==> src/rtl/stage_seq_pkg.sv <==
// Shared types for the stage sequencer: controller states and latched run mode.
package stage_seq_pkg;

  typedef enum logic [1:0] {
    IDLE = 2'd0,
    RUN  = 2'd1,
    DONE = 2'd2
  } state_t;

  typedef enum logic {
    AUTO   = 1'b0,
    MANUAL = 1'b1
  } mode_t;

endpackage

==> src/rtl/stage_dwell_timer.sv <==
// Per-stage dwell counter: counts up from zero while enabled and flags the last
// cycle of the dwell window; a synchronous clear restarts it on stage entry.
module stage_dwell_timer #(
  parameter int DWELL_W = 8,
  parameter int DWELL   = 3
) (
  input  logic clk,
  input  logic rst,
  input  logic i_clr,
  input  logic i_en,
  output logic o_expire
);

  localparam logic [DWELL_W-1:0] LP_LAST = DWELL_W'(DWELL - 1);

  logic [DWELL_W-1:0] r_cnt;

  always_ff @(posedge clk or posedge rst) begin
    if (rst) begin
      r_cnt <= '0;
    end else if (i_clr) begin
      r_cnt <= '0;
    end else if (i_en) begin
      r_cnt <= r_cnt + DWELL_W'(1);
    end
  end

  assign o_expire = (r_cnt == LP_LAST);

endmodule

==> src/rtl/stage_sequencer.sv <==
// N-stage process sequencer: auto (fixed dwell) or manual (per-stage step) runs
// with abort, a one-cycle completion pulse, and Moore-decoded enables/progress.
//
//   state | meaning
//   IDLE  | waiting for a start request; all outputs low
//   RUN   | stage r_stage active; advances on dwell expiry or its step bit
//   DONE  | single-cycle completion: led all ones, done pulse, then IDLE
module stage_sequencer
  import stage_seq_pkg::*;
#(
  parameter int NUM_STAGES = 4,
  parameter int DWELL_W    = 8,
  parameter int DWELL      = 3
) (
  input  logic                          clk,
  input  logic                          rst,
  input  logic                          i_auto,
  input  logic                          i_manual,
  input  logic [NUM_STAGES-1:0]         i_step,
  input  logic                          i_abort,
  output logic [NUM_STAGES-1:0]         o_en,
  output logic [NUM_STAGES-1:0]         o_led,
  output logic [$clog2(NUM_STAGES)-1:0] o_stage,
  output logic                          o_busy,
  output logic                          o_is_manual,
  output logic                          o_done
);

  localparam int            SW         = $clog2(NUM_STAGES);
  localparam logic [SW-1:0] LAST_STAGE = SW'(NUM_STAGES - 1);

  state_t        r_state, w_state_nxt;
  mode_t         r_mode, w_mode_nxt;
  logic [SW-1:0] r_stage, w_stage_nxt;

  logic w_tmr_clr;
  logic w_tmr_en;
  logic w_expire;
  logic w_adv;

  function automatic logic [NUM_STAGES-1:0] f_therm(input logic [SW-1:0] k);
    logic [NUM_STAGES-1:0] t;
    for (int i = 0; i < NUM_STAGES; i++) begin
      t[i] = (i <= int'(k));
    end
    return t;
  endfunction

  function automatic logic [NUM_STAGES-1:0] f_onehot(input logic [SW-1:0] k);
    logic [NUM_STAGES-1:0] t;
    for (int i = 0; i < NUM_STAGES; i++) begin
      t[i] = (i == int'(k));
    end
    return t;
  endfunction

  stage_dwell_timer #(
    .DWELL_W (DWELL_W),
    .DWELL   (DWELL)
  ) u_timer (
    .clk      (clk),
    .rst      (rst),
    .i_clr    (w_tmr_clr),
    .i_en     (w_tmr_en),
    .o_expire (w_expire)
  );

  always_ff @(posedge clk or posedge rst) begin
    if (rst) begin
      r_state <= IDLE;
      r_mode  <= AUTO;
      r_stage <= '0;
    end else begin
      r_state <= w_state_nxt;
      r_mode  <= w_mode_nxt;
      r_stage <= w_stage_nxt;
    end
  end

  // Timer clear defaults high so every exit from a stage (advance, abort,
  // completion) restarts the dwell count for whatever comes next.
  always_comb begin
    w_state_nxt = r_state;
    w_mode_nxt  = r_mode;
    w_stage_nxt = r_stage;
    w_tmr_clr   = 1'b1;
    w_tmr_en    = 1'b0;
    w_adv       = 1'b0;
    case (r_state)
      IDLE: begin
        w_stage_nxt = '0;
        w_mode_nxt  = AUTO;
        if (!i_abort) begin
          if (i_manual) begin
            w_state_nxt = RUN;
            w_mode_nxt  = MANUAL;
          end else if (i_auto) begin
            w_state_nxt = RUN;
            w_mode_nxt  = AUTO;
          end
        end
      end
      RUN: begin
        if (i_abort) begin
          w_state_nxt = IDLE;
          w_stage_nxt = '0;
          w_mode_nxt  = AUTO;
        end else begin
          w_adv = (r_mode == MANUAL) ? i_step[r_stage] : w_expire;
          if (w_adv) begin
            if (r_stage == LAST_STAGE) begin
              w_state_nxt = DONE;
              w_stage_nxt = '0;
            end else begin
              w_stage_nxt = r_stage + SW'(1);
            end
          end else if (r_mode == AUTO) begin
            w_tmr_clr = 1'b0;
            w_tmr_en  = 1'b1;
          end
        end
      end
      DONE: begin
        w_state_nxt = IDLE;
        w_stage_nxt = '0;
        w_mode_nxt  = AUTO;
      end
      default: begin
        w_state_nxt = IDLE;
        w_stage_nxt = '0;
        w_mode_nxt  = AUTO;
      end
    endcase
  end

  always_comb begin
    o_en    = '0;
    o_led   = '0;
    o_stage = '0;
    case (r_state)
      RUN: begin
        o_en    = f_onehot(r_stage);
        o_led   = f_therm(r_stage);
        o_stage = r_stage;
      end
      DONE: begin
        o_led = '1;
      end
      default: begin
        o_en = '0;
      end
    endcase
  end

  assign o_busy      = (r_state == RUN) || (r_state == DONE);
  assign o_done      = (r_state == DONE);
  assign o_is_manual = (r_state != IDLE) && (r_mode == MANUAL);

endmodule
==> config.mk <==
export PLATFORM = sky130hd
export DESIGN_NAME = stage_sequencer
export DESIGN_NICKNAME = d
export VERILOG_FILES = /design/src/rtl/stage_seq_pkg.sv /design/src/rtl/stage_dwell_timer.sv /design/src/rtl/stage_sequencer.sv
export SDC_FILE = /design/constraint.sdc
export NUM_CORES = 1
export LEC_CHECK = 0
export ABC_AREA = 0
export BUFFER_PORTS_ARGS = -buffer_cell sky130_fd_sc_hd__buf_2
export CAP_MARGIN = 30
export CORE_MARGIN = 2
export CORE_UTILIZATION = 54
export CTS_BUF_LIST = sky130_fd_sc_hd__clkbuf_8
export DETAILED_ROUTE_END_ITERATION = 6
export PLACE_DENSITY = 0.86
export SYNTH_ARGS = -nofsm -noshare
export SYNTH_HDL_FRONTEND = slang
export SYNTH_SLANG_ARGS = --single-unit
==> constraint.sdc <==
create_clock -name clk -period 2.3 [get_ports clk]
set_input_delay 0.115 -clock clk [delete_from_list [all_inputs] [get_ports clk]]
set_output_delay 0.115 -clock clk [all_outputs]
set_load 0.01 [all_outputs]
Yosys cells after proc, flatten, opt, wreduce, memory -nomap -nowiden
Index checks and enable logic that the tools add are counted.

Register bits after elaboration: 13. Input port bits: 9. Output and inout bits: 13. Logic and storage cells: 60.

$add $sub $neg: 2. Order comparisons: 4. Equal/unequal tests: 12. Muxes and demuxes: 31. Reductions and logical operators: 7.

Operators by type and width (number): $mux W2 (11); $mux W8 (2); $mux W1 (13); $ne A3 B3 Y1 const B (3); $add A8 B1 Y8 const B (1); $eq A8 B2 Y1 const B (1); $pmux W4 S2 (1); $eq A2 B2 Y1 const A (2); $eq A2 B2 Y1 const B (2); $le A2 B2 Y1 const A (2); $logic_not A2 Y1 (2); $mux W4 (1); $ne A2 B2 Y1 const B (2); $pmux W2 S2 (1); $reduce_and A4 Y1 (1); $reduce_bool A2 Y1 (2); $lt A2 B3 Y1 const B (1); $add A2 B1 Y2 const B (1); $bmux W1 S2 (1); $eq A1 B2 Y1 const A (1); $eq A2 B1 Y1 const B (1); $le A1 B2 Y1 const A (1); $pmux W1 S2 (1); $logic_and A1 B1 Y1 (1); $logic_or A1 B1 Y1 (1).

Logic depth before layout (Yosys ltp)
Word-level depth: 8. Depth in mapped cells: 7. Gate-level depth less buffers: 6.

By module
From an unflattened synthesis, not the netlist that was laid out.

Cell total of the unflattened synthesis: 96. Area total of the unflattened synthesis: 917.1 sq um.

By module, submodules not included: stage_sequencer (instances 1, cells each 54, area an instance 489.2 sq um, sequential area each 125.1 sq um); stage_dwell_timer (instances 1, cells each 42, area an instance 427.9 sq um, sequential area each 200.2 sq um).

Least setup slack after synthesis
Ideal clock, no wire load.

Path type: register -> register. Start: register u_timer.r_cnt[0]. End: register r_state[0]. Data arrival time: 1.502 ns. Slack: 0.673 ns. Cell stages (with the launch flop): 7. Path buffers: 1. Clock period less this slack: 1.627 ns. Cell sequence: dfrtp_1 -> inv_1 -> ha_1 -> and4b_1 -> buf_6 -> o31ai_1 -> mux2_2.

Longest elaborated chain between the ends: 4.

Ends and longest elaborated chain: from (decl) (RTL line stage_dwell_timer.sv:16) `logic [DWELL_W-1:0] r_cnt;`; from (signal assigned) (RTL line stage_dwell_timer.sv:24) `r_cnt <= r_cnt + DWELL_W'(1);`; $eq A8 B2 Y1 (RTL line stage_dwell_timer.sv:28) `assign o_expire = (r_cnt == LP_LAST);`; $mux W1 (RTL line stage_sequencer.sv:109) `w_adv = (r_mode == MANUAL) ? i_step[r_stage] : w_expire;`; $ne A3 B3 Y1 (no line); $reduce_and A4 Y1 (no line); to (signal assigned) (RTL line stage_sequencer.sv:74) `r_state <= w_state_nxt;`; to (decl) (RTL line stage_sequencer.sv:32) `state_t r_state, w_state_nxt;`.

Every way passes these cells. A chain may end at the register's enable or synchronous reset.

Final worst setup path
Start: register r_state[1]. End: register r_state[0].

Longest elaborated chain between the ends: 3.

Ends and longest elaborated chain: $eq A2 B1 Y1 / $logic_not A2 Y1 (equally long branches) (RTL line stage_sequencer.sv:89) `case (r_state)`; $ne A3 B3 Y1 (no line) / $ne A2 B2 Y1 (equally long branches); $reduce_and A4 Y1 (no line).

Parallel ways exist; a longest one is shown, timed or not.

==> flow_summary_export.csv <==
group,metric,value,unit
final_layout,drive_above_1_share,30.97,%
routing,routed_wirelength,1.541,mm
synthesis,netlist_instances,91,
routing,via_per_inst,5.504,
place,port_buffers,21,
critical_path,crit_path_end,"r_state[0]",
critical_path,arrival,1.87,ns
global_route,grt_max_degree,14,
floorplan,row_count,14,
sta,max_freq,570.8,MHz
floorplan,core,1541,um2
sta,post-route-min-period,1.752,ns
critical_path,critical_path_class,"flop to flop",
global_route,grt.total_usage,18.99,%
power,totalPowerFinal,906.6,uW
final_layout,num-nets-final,133,
power,p_seq_share,33.7,%
place,dp_hpwl,1.226,mm
run_status,outcome,"finished clean",
power,ir_drop,0.0006415,V
routing,drtIter0Drc,11,
synthesis,synth_cell_type_count,35,
final_layout,diodes,0,
global_route,grt_antenna_before_repair,0,
cts,clock_latency,0.24,ns
flow_run,cap_viol_max_count,0,
cts,tritoncts,"done",
synthesis,yosysWarningCount,0,
sta,slew_violations,0,
final_layout,layout_common_cells,"buf_2 (21), dfrtp_1 (13), ha_1 (10)",
routing,drtPass1Iterations,3,
critical_path,rr_endpoint,"r_state[0]",
synthesis,synth_seq_cells,13,
synthesis,synthesis.nets,110,
routing,drc,0,
power,power.density,863.7,nW/um2
hold_path,hp-class,"input pin to flop",
global_route,grt_pass1_wl,2.704,mm
synthesis,seq_area_frac_synth,36.01,%
cts,cts_htree_levels,1,
sta,slew-limit-headroom,69.51,%
critical_path,r2r-start,"r_state[1]",
power,p_sw_share,39.01,%
sta,skew,0.007417,ns
power,intPower,553.0,uW
sta,fin_crit_sh,76.17,%
place,dp.cells,124,
sta,finalHoldViolations,0,
floorplan,fp.dieArea,2016,um2
final_layout,finalNonFillerCells,129,
cts,clk_pin_slew_worst_paths,0.05,ns
cts,post-cts-setup-buffers,0,
critical_path,reg2reg_slack,0.55,ns
final_layout,final_util,68.10,%
cts,cts_buffers,3,
critical_path,critPathRequiredTime,2.42,ns
floorplan,ios,22,
critical_path,start_kind,"flop",
power,pwr-share-comb,44.9,%
hold_path,min_path_cells,2,
synthesis,avgSynthCellArea,9.927,um2
floorplan,initial_utilization,58.60,%
routing,wl_per_cell,11.95,um
routing,via_count,710,
cts,hold_buffers,1,
sta,finalHoldWorstSlack,0.07470,ns
global_route,overflow,0,
critical_path,end_kind,"flop",
place,place_congestion,0.7914,
sta,worst_pin_slew,0.4573,ns
sta,setup_viol,0,
final_layout,final_common_cell,"buf_2",
floorplan,fp.dieW,44.90,um
sta,rsz0062_at_grt,"false",
power,clockPowerShare,21.4,%
critical_path,startpoint,"r_state[1]",
cts,clock_sinks,13,
routing,ant_nets,0,
sta,fin_tns_setup,0,ns
final_layout,synthToLayoutAreaGrowth,16.21,%
synthesis,netlist_area,903.4,um2
cts,cts-resized-gates,0,
power,switching_power,353.6,uW
cts,clockRootBuffer,"clkbuf_8",
floorplan,die_h,44.90,um
power,p_leak,0.5257,nW
critical_path,critPathMaxFanout,11,
critical_path,reg2reg_depth,5,
cts,max-clock-path-buffers,2,
global_route,grt_pass1_vias,623,
==> layer usage <==
metal  vias to the layer above  routed length [um]  share of wire [%]  GRT usage, %
met2                        21                 765                 50         32.17
met4                         0                  30                1.9         10.59
met1                       329                 656                 43         22.60
met5                         -                   0                  0             0
li1                        355                   -                  -             -
met3                         5                  89                5.8         3.600
==> kinds of logic (layout without fill, tap and decap cells) <==
family | count (synthesis) | after routing | synth area share [%]
simple gates | 35 | 35 | 23.55
compound gates | 13 | 13 | 10.67
flops | 13 | 13 | 36.01
buf+inv | 11 | 33 | 6.648
fa+ha+maj | 10 | 10 | 13.85
xor+xnor | 6 | 6 | 5.817
mux | 3 | 3 | 3.463
==> worst min-delay path by stage <==
stage / startpoint / slack [ns] / endpoint
3_3_place_gp: rst / 0.15 / r_mode
5_1_grt: i_abort / 0.08 / r_mode
3_5_place_dp: rst / 0.15 / r_state[0]
6_report: i_abort / 0.07 / r_mode
4_1_cts: i_abort / 0.07 / r_mode
2_1_floorplan: rst / -0.008 / r_mode
==> synth_stat cells, drive strengths merged <==
cell	count	area, um2
o31a	1	8.760
nor2	11	66.31
o21a	3	22.52
o21bai	1	7.510
xor2	5	43.79
mux2	1	11.26
o22ai	1	6.260
or3	1	11.26
dfrtp	13	325.3
a22oi	1	7.510
o21ai	1	5.000
inv	7	26.28
nor4	1	6.260
ha	10	125.1
nor3	2	10.01
a2bb2oi	1	8.760
and2	6	37.54
nor2b	2	12.51
a21oi	1	5.000
mux2i	2	20.02
buf	4	33.78
o31ai	1	7.510
o2111ai	1	8.760
o41ai	1	8.760
nand2b	2	12.51
nand2	2	7.510
and4b	1	10.01
xnor2	1	8.760
nand3	5	25.02
and3	2	13.77
==> area by class of cell <==
class | instances | area [um2]
clock buffers | 3 | 41.29
clock inverters | 1 | 3.754
repair buffers | 22 | 115.1
fillers | 126 | 491.7
multi-input cells | 67 | 518.0
well taps | 16 | 20.02
flip-flops and latches | 13 | 325.3
inverters | 7 | 26.28
==> registers in the layout, summed over array words and instances, names as in the netlist <==
register and cells:
u_timer.r_cnt 8, r_mode 1, r_stage 2, r_state 2
==> worst max-delay path, stage by stage (launching register included) <==
cell and delay [ns]:
dfrtp_1 0.37, inv_1 0.09, ha_1 0.32, nand2b_1 0.21, o31ai_1 0.29, mux2_2 0.36
==> metrics by stage <==
step	instance area, um2	setup slack [ns]
2_1_floorplan	903.4	0.6729
3_5_place_dp	994.7	0.5411
4_1_cts	1050	0.5340
6_report	1050	0.5482
3_3_place_gp	994.7	0.6213
5_1_grt	1050	0.3856
==> power groups by stage <==
stage	combinational (mW)	sequential [mW]	clock [mW]
after CTS	0.416	0.307	0.198
after detailed placement	0.412	0.309	0
after global placement	0.397	0.305	0
final	0.407	0.306	0.194
after global routing	0.463	0.312	0.211
after floorplan	0.343	0.299	0
(Power assumes the default switching activity.)
